[src/rtl/hazard_stall_ctrl.sv]
// hazard_stall_ctrl
//   Central pipeline sequencer for the 16-bit five-stage core. It produces the
//   write enables of the PC and the four pipeline buffers, plus the IF/ID flush
//   and ID/EX bubble. It resolves load-use hazards, instruction and data
//   memory wait states, taken-branch flushes and halt. It also keeps a
//   saturating stall-cycle counter and a sticky data-memory timeout flag.
//
// Ports
//   clk, rst (async, active-low)
//   IDEX_memread, IDEX_rt          : load in EX and its destination register
//   IFID_rs, IFID_rt, IFID_uses_rt : source registers of the instruction in ID
//   branch_taken                   : branch resolved taken in ID
//   imem_ready                     : fetch data valid this cycle
//   EXMEM_memaccess, dmem_ready    : data-memory access in MEM and its completion
//   MEMWB_halt                     : HLT instruction in WB
//   pc_wen .. MEMWB_wen            : stage write enables (1 = capture)
//   IFID_flush, IDEX_bubble        : NOP injection into IF/ID and ID/EX
//   halted, mem_err, stall_count   : status outputs
module hazard_stall_ctrl #(
  parameter int unsigned REG_W   = 4,
  parameter int unsigned TIMEOUT = 64,
  parameter int unsigned CNT_W   = 16
) (
  input  logic             clk,
  input  logic             rst,
  input  logic             IDEX_memread,
  input  logic [REG_W-1:0] IDEX_rt,
  input  logic [REG_W-1:0] IFID_rs,
  input  logic [REG_W-1:0] IFID_rt,
  input  logic             IFID_uses_rt,
  input  logic             branch_taken,
  input  logic             imem_ready,
  input  logic             EXMEM_memaccess,
  input  logic             dmem_ready,
  input  logic             MEMWB_halt,
  output logic             pc_wen,
  output logic             IFID_wen,
  output logic             IDEX_wen,
  output logic             EXMEM_wen,
  output logic             MEMWB_wen,
  output logic             IFID_flush,
  output logic             IDEX_bubble,
  output logic             halted,
  output logic             mem_err,
  output logic [CNT_W-1:0] stall_count
);

  localparam int unsigned WC_W = (TIMEOUT > 2) ? $clog2(TIMEOUT) : 1;

  typedef enum logic [1:0] {RUN, DWAIT, HALTED} state_t;

  state_t          state, next_state;
  logic [WC_W-1:0] wait_cnt;
  logic            dwait, lduse, iwait, timeout;

  assign dwait = EXMEM_memaccess & ~dmem_ready;
  assign lduse = IDEX_memread &
                 ((IDEX_rt == IFID_rs) | (IFID_uses_rt & (IDEX_rt == IFID_rt)));
  assign iwait = ~imem_ready;

  assign halted = (state == HALTED);

  // RUN and DWAIT share output rules: the DWAIT release cycle (dwait=0)
  // behaves exactly like RUN, so only HALTED and dwait need special casing.
  always_comb begin
    pc_wen      = 1'b0;
    IFID_wen    = 1'b0;
    IDEX_wen    = 1'b0;
    EXMEM_wen   = 1'b0;
    MEMWB_wen   = 1'b0;
    IFID_flush  = 1'b0;
    IDEX_bubble = 1'b0;
    next_state  = state;
    timeout     = 1'b0;
    if (state == HALTED) begin
      next_state = HALTED;
    end else if (dwait) begin
      next_state = DWAIT;
      if (wait_cnt == WC_W'(TIMEOUT - 1)) begin
        timeout    = 1'b1;
        next_state = HALTED;
      end
    end else begin
      next_state = MEMWB_halt ? HALTED : RUN;
      IDEX_wen   = 1'b1;
      EXMEM_wen  = 1'b1;
      MEMWB_wen  = 1'b1;
      if (lduse) begin
        IDEX_bubble = 1'b1;
      end else if (iwait) begin
        // IF/ID must capture so the flush NOP actually lands
        IFID_wen   = 1'b1;
        IFID_flush = 1'b1;
      end else begin
        pc_wen     = 1'b1;
        IFID_wen   = 1'b1;
        IFID_flush = branch_taken;
      end
    end
    if (!rst) begin
      pc_wen      = 1'b0;
      IFID_wen    = 1'b0;
      IDEX_wen    = 1'b0;
      EXMEM_wen   = 1'b0;
      MEMWB_wen   = 1'b0;
      IFID_flush  = 1'b0;
      IDEX_bubble = 1'b0;
    end
  end

  always_ff @(posedge clk or negedge rst) begin
    if (!rst) begin
      state       <= RUN;
      wait_cnt    <= '0;
      stall_count <= '0;
      mem_err     <= 1'b0;
    end else begin
      state <= next_state;
      if (dwait && (state != HALTED) && !timeout)
        wait_cnt <= wait_cnt + WC_W'(1);
      else
        wait_cnt <= '0;
      if (timeout)
        mem_err <= 1'b1;
      if (!pc_wen && (state != HALTED) && (stall_count != '1))
        stall_count <= stall_count + CNT_W'(1);
    end
  end

endmodule

[config.mk]
export PLATFORM = sky130hd
export DESIGN_NAME = hazard_stall_ctrl
export DESIGN_NICKNAME = d
export VERILOG_FILES = /design/src/rtl/hazard_stall_ctrl.sv
export SDC_FILE = /design/constraint.sdc
export NUM_CORES = 1
export LEC_CHECK = 0
export CAP_MARGIN = 20
export CORE_ASPECT_RATIO = 0.75
export CORE_MARGIN = 2
export CORE_UTILIZATION = 44
export DETAILED_ROUTE_END_ITERATION = 6
export PLACE_DENSITY = 0.79
export REMOVE_ABC_BUFFERS = 1
export SYNTH_ARGS = -nofsm -noshare
export SYNTH_HDL_FRONTEND = slang
export SYNTH_SLANG_ARGS = --single-unit
[constraint.sdc]
create_clock -name clk -period 2.1 [get_ports clk]
set_input_delay 0.42 -clock clk [delete_from_list [all_inputs] [get_ports clk]]
set_output_delay 0.42 -clock clk [all_outputs]
set_load 0.02 [all_outputs]
* Word level (Yosys, flattened, before mapping) *
Cells that the tools add are included.

storage, ports and cells
  output and inout port bits = 25
  register bits = 25
  word-level logic and storage cells = 52
  bits of input ports = 21

cells by class
  add/subtract/negate cells = 2
  eq/ne operators = 6
  bitwise operators = 5
  reductions and logical operators = 6
  muxes and demuxes = 29

operators with widths
  cell                                                              count
  1-bit 2-to-1 mux                                                  24
  16-bit by 1-bit adder with 16-bit output (second input constant)  1
  16-bit inequality test (second input constant)                    1
  4-bit equality test                                               2
  2-bit 2-to-1 mux                                                  4
  6-bit by 1-bit adder with 6-bit output (second input constant)    1
  6-bit equality test (second input constant)                       1
  6-bit 2-to-1 mux                                                  1
  1-bit logical AND                                                 4
  1-bit AND                                                         3
  2-bit equality test (second input constant)                       1
  1-bit logical NOT                                                 2
  2-bit inequality test (second input constant)                     1
  1-bit inverter                                                    1
  1-bit bitwise OR                                                  1

* Logic depth before layout (Yosys ltp) *
  word-level depth = 11
  mapped depth = 8
  mapped depth without buffers = 7

* Least setup slack after synthesis *
No wires, ideal clock.

  path kind = input to output
  from = input dmem_ready
  to = output IFID_flush
  path slack = -103 ps
  data required time = 1680 ps
  path buffers = 0
  stages on the path = 4
  arrival = 1783 ps
  cell sequence = nand2b_1 > and3_1 > and2_1 > a21boi_0

on the way
  longest elaborated chain between the ends = 5

RTL lines
  element           RTL line  RTL
  from (decl)       34        input logic dmem_ready,
  1-bit inverter    56        assign dwait = EXMEM_memaccess & ~dmem_ready;
  1-bit AND         56
  1-bit 2-to-1 mux  77        end else if (dwait) begin
  1-bit 2-to-1 mux  75        if (state == HALTED) begin
  1-bit 2-to-1 mux  100       if (!rst) begin
  to (decl)         41        output logic IFID_flush,

No other way between the ends.

* Final worst setup path *
  from = input IDEX_rt[0]
  to = output IFID_flush

on the way
  longest elaborated chain between the ends = 8
  elaborated cells between the ends (all ways) = 9
  classes of those cells = eq/ne (2); mux (4); bitwise (3)

RTL lines
  element              RTL line  RTL
  from (decl)          27        input logic [REG_W-1:0] IDEX_rt,
  4-bit equality test  58        ((IDEX_rt == IFID_rs) | (IFID_uses_rt & (IDEX_rt == IFID_rt)));
  1-bit AND            58
  1-bit bitwise OR *   58
  1-bit AND *          57        assign lduse = IDEX_memread &
  1-bit 2-to-1 mux *   88        if (lduse) begin
  1-bit 2-to-1 mux *   77
  1-bit 2-to-1 mux *   75
  1-bit 2-to-1 mux *   100

Mark *: on every way between the ends. The rest lies on a longest branch, timed or not.

==> results.txt <==
- Dividing total power by cell area gives a power density of ~450 nW/µm².
- At the end of the flow, the number of nets in the layout was roughly 200.
- Detailed-route wire length: roughly 3 mm
- Mean instance size in the synthesized netlist: 10.7 µm²
- Leakage power summed over all cells: 0.000877 µW
- Maximum number of pins on one net before global-route repair: 27
- Share of post-route cells with drive strength above 1: 0.235
- Failing checks: negative setup slack
- Of the total synthesized cell area, the portion taken by XOR and XNOR cells is 0.183.
* Run status: complete, but fails checks
* Antenna-violating nets left: 0
- Via count: ~1100
* Primary flip-flop cell chosen by synthesis mapping: sky130_fd_sc_hd__dfrtp_1
* CTS Root Cell: sky130_fd_sc_hd__clkbuf_8
* Endpoint type of the worst setup path: primary output
- The path class of the tightest hold or removal check is register to register.
* Complex-gate fraction of the synthesized area: 0.0493
* Path type of the worst setup path: input port to primary output
- CP Data Required Time: approximately 1.7 ns
- Setup violations remaining at the end of the flow were counted as 1.
- TritonCTS built the clock tree.
- Post-synthesis cell type count: 27
- Arithmetic-cell share of the synthesized area counting full adders, half adders and majority gates: 0.0193
- Summing all placed instances gives a cell area of 1860 µm².
* Number of global-route vias before repair: 1081
- Dominant combinational cell family by area after synthesis: simple AND/OR/NAND/NOR gates
- between 40 and 50 I/O pins were placed.
- Slew at the pin closest to its max-slew limit: about 0.32 ns
- Drt pass-1 iters: 4
- Total number of yosys warnings: 0
- Static timing analysis puts the maximum clock frequency at 475 MHz.
- Port buffering added 45 buffers.
- In this run the worst path has a maximum fanout of 2.
* Fill cell total of the finished layout: about 240
- After floorplanning, the core was divided into 17 placement rows.
* Worst Clk Skew: a little under 0.005 ns
- Counting I/O delays and the setup requirement, the final critical path takes approximately 2.1 ns.
- Final Max Slew Viols: 0
- Across every metal layer, demand over resource in global routing totals 0.198.
- Number of enable flip-flop cells after synthesis: 0
* Gate count after technology mapping: 121
* Die Width: 66.6 µm
- Top cell type's share of synthesized area: 0.483
- In the finished design, the share of the clock period the worst path needs comes to 1.00.
- Relative to the synthesized area, the layout overhead comes to 48.4%.
* Routability congestion estimate: about 0.77
- Of the post-synthesis cell area, the part taken by muxes is 0.00870.
- Latest clock arrival within the worst-skew pair: between 0.2 and 0.3 ns
- Clock-pin slew was measured on the worst setup and hold paths at 0.09 ns.
- Die H: 51.0 µm
- Of the total synthesized cell area, the portion taken by AND, OR, NAND and NOR gates is 0.228.
* Total number of clock tree sinks: 25
* Sort of element at the start of the critical path: input port
- Clock tree synthesis inserted a total of 3 buffers.
- Most used standard cell by instance count after synthesis: sky130_fd_sc_hd__dfrtp_1
* Remaining DRCs: 0
* Initial antenna violation count: 0
- Of the synthesized area, sequential elements account for 0.483.
- Sum of net half-perimeters after detailed placement: about 2.4 mm
* Setup slack after layout: -0.00707 ns
- Summed over all layers, the global routing overflow is 0.
* Worst reg2reg path depth: 6
- CTS built an H-tree with a depth of 1.
- By area the synthesized netlist is led by sky130_fd_sc_hd__dfrtp_1, sky130_fd_sc_hd__xnor2_1, sky130_fd_sc_hd__xor2_1.
- In the routed layout, each cell is associated on average with a via count of between 4 and 5.
- The synthesized netlist occupies a cell area of approximately 1300 µm².
- Counting flops with an async set or reset pin after synthesis yields a share of 1.00.
- Wire length on met2: ~1.4 mm
- In this run the top signal layer used is met4.
- Of all cell types, the one taking the most synthesized area is sky130_fd_sc_hd__dfrtp_1.
* Hold Path Stages: 1
- Adding up every negative setup slack in the final design gives -0.00707 ns.
* Fin area: 1920 µm²
- Die Area: ~3400 µm²
* Setup repair after global routing missed its margin: yes
- Core Area: between 2000 and 3000 µm²
- Met1 WL: 1.41 mm
- CP arrival: 1.69 ns
* Max_slew headroom: 0.787
- No sink is reached through more buffers than the 2 on the longest clock path.
* Top cells by count, synth: sky130_fd_sc_hd__dfrtp_1, sky130_fd_sc_hd__xnor2_1, sky130_fd_sc_hd__nand2_1
- Max capacitance violation total: 0
* IR drop worst, VDD: 0.381 mV
* Post-Place Worst Slack: -0.736 ns
* Met3 routed WL: around 130 µm
- Starting Density: 0.451
- Total area of multi-input combinational cells: between 600 and 700 µm²
* Post-synthesis sequential element count: 25
* Total area of sequential cells: between 600 and 700 µm²
* Drt first-iter violations: 43
- Antenna cells: 0
* Global-route wire length before repair: ~5.1 mm
- Once the clock tree was built, the setup fixing pass inserted 0 buffers.
- The hold violation count in the final report came to 0.
- Post-route total power: a little under 900 µW
- Post-Route Utilization: 0.669
* Detailed-route wire length per cell: ~14 µm
## power breakdown
part / leakage [µW] / total (µW) / switching (µW) / internal, µW
Sequential: 0.000344 / 481 / 0 / 481
Combinational: 0.000511 / 94.2 / 39.4 / 54.8
Clock: 0.0000217 / 290 / 156 / 135
Total: 0.000877 / 865 / 195 / 670
## state kept, by name (all words and copies together) (netlist names)
signal,count
state,2
mem_err,1
wait_cnt,6
stall_count,16
## final cells by class
class / count / share of cell area
clock buffers: 3 / 0.0215
inverters: 3 / 0.00586
clock inverters: 1 / 0.00391
flip-flops and latches: 25 / 0.326
well taps: 38 / 0.0247
repair buffers: 57 / 0.261
multi-input cells: 90 / 0.357
## path summary, 6_finish.rpt
check,endpoint,start,slack [ns]
max in group asynchronous,stall_count[2],rst,1.28
hold / removal,wait_cnt[0],wait_cnt[0],0.46
setup reg to reg,stall_count[1],stall_count[0],0.21
min in group asynchronous,mem_err,rst,0.57
hold reg to reg,wait_cnt[0],wait_cnt[0],0.46
setup / recovery,IFID_flush,IDEX_rt[0],-0.007
## cell families after synthesis
group / count (synthesis)
and+or+nand+nor: 54
xor gates and xnor gates: 27
DFF: 25
AOI/OAI and AO/OA: 6
buffers and inverters: 6
adders and majority gates: 2
muxes: 1
## per-stage QoR
| step | hold slack (ns) | cells |
|---|---|---|
| 6_report | 0.458 | 217 |
| 5_1_grt | 0.477 | 217 |
| 4_1_cts | 0.466 | 217 |
| 3_5_place_dp | 0.453 | 213 |
| 3_3_place_gp | 0.447 | 213 |
| 2_1_floorplan | 0.124 | 118 |
## critical path, cell delays in order
cell	delay [ns]
sky130_fd_sc_hd__clkdlybuf4s15_2	0.20
sky130_fd_sc_hd__xor2_1	0.16
sky130_fd_sc_hd__o41ai_4	0.35
sky130_fd_sc_hd__nand2_1	0.12
sky130_fd_sc_hd__and2_4	0.15
sky130_fd_sc_hd__a21boi_2	0.15
sky130_fd_sc_hd__buf_6	0.13
## cells in the final DEF, fill, tap and decap left out, drive strengths merged
| cell type | count |
|---|---|
| nand2b | 4 |
| buf | 17 |
| o41ai | 1 |
| xnor2 | 21 |
| nand4 | 6 |
| o311a | 1 |
| a21boi | 1 |
| o211ai | 1 |
| o21a | 1 |
| ha | 2 |
| and2 | 3 |
| dfrtp | 25 |
| o21bai | 1 |
| nand3 | 8 |
| and3 | 8 |
| clkdlybuf4s15 | 4 |
| xor2 | 6 |
| nor3 | 1 |
| nor2 | 7 |
| clkbuf | 9 |
| inv | 3 |
| and4 | 3 |
| clkinvlp | 1 |
| nand2 | 13 |
| dlygate4sd2 | 5 |
| nand4b | 1 |
| clkdlybuf4s50 | 25 |
| mux2 | 1 |
## metal layers
| layer | vias up | GRT usage |
|---|---|---|
| li1 | 529 | - |
| met2 | 20 | 0.312 |
| met4 | 0 | 0.0544 |
| met1 | 498 | 0.272 |
| met3 | 5 | 0.0529 |
| met5 | - | 0 |
## timing repair
action / in CTS / in global routing
setup endpoints to repair: 9 / 7
pin swaps: 11 / 3
gates resized for setup: 55 / 14
hold buffers: 0 / 0
(Power assumes the default switching activity.)
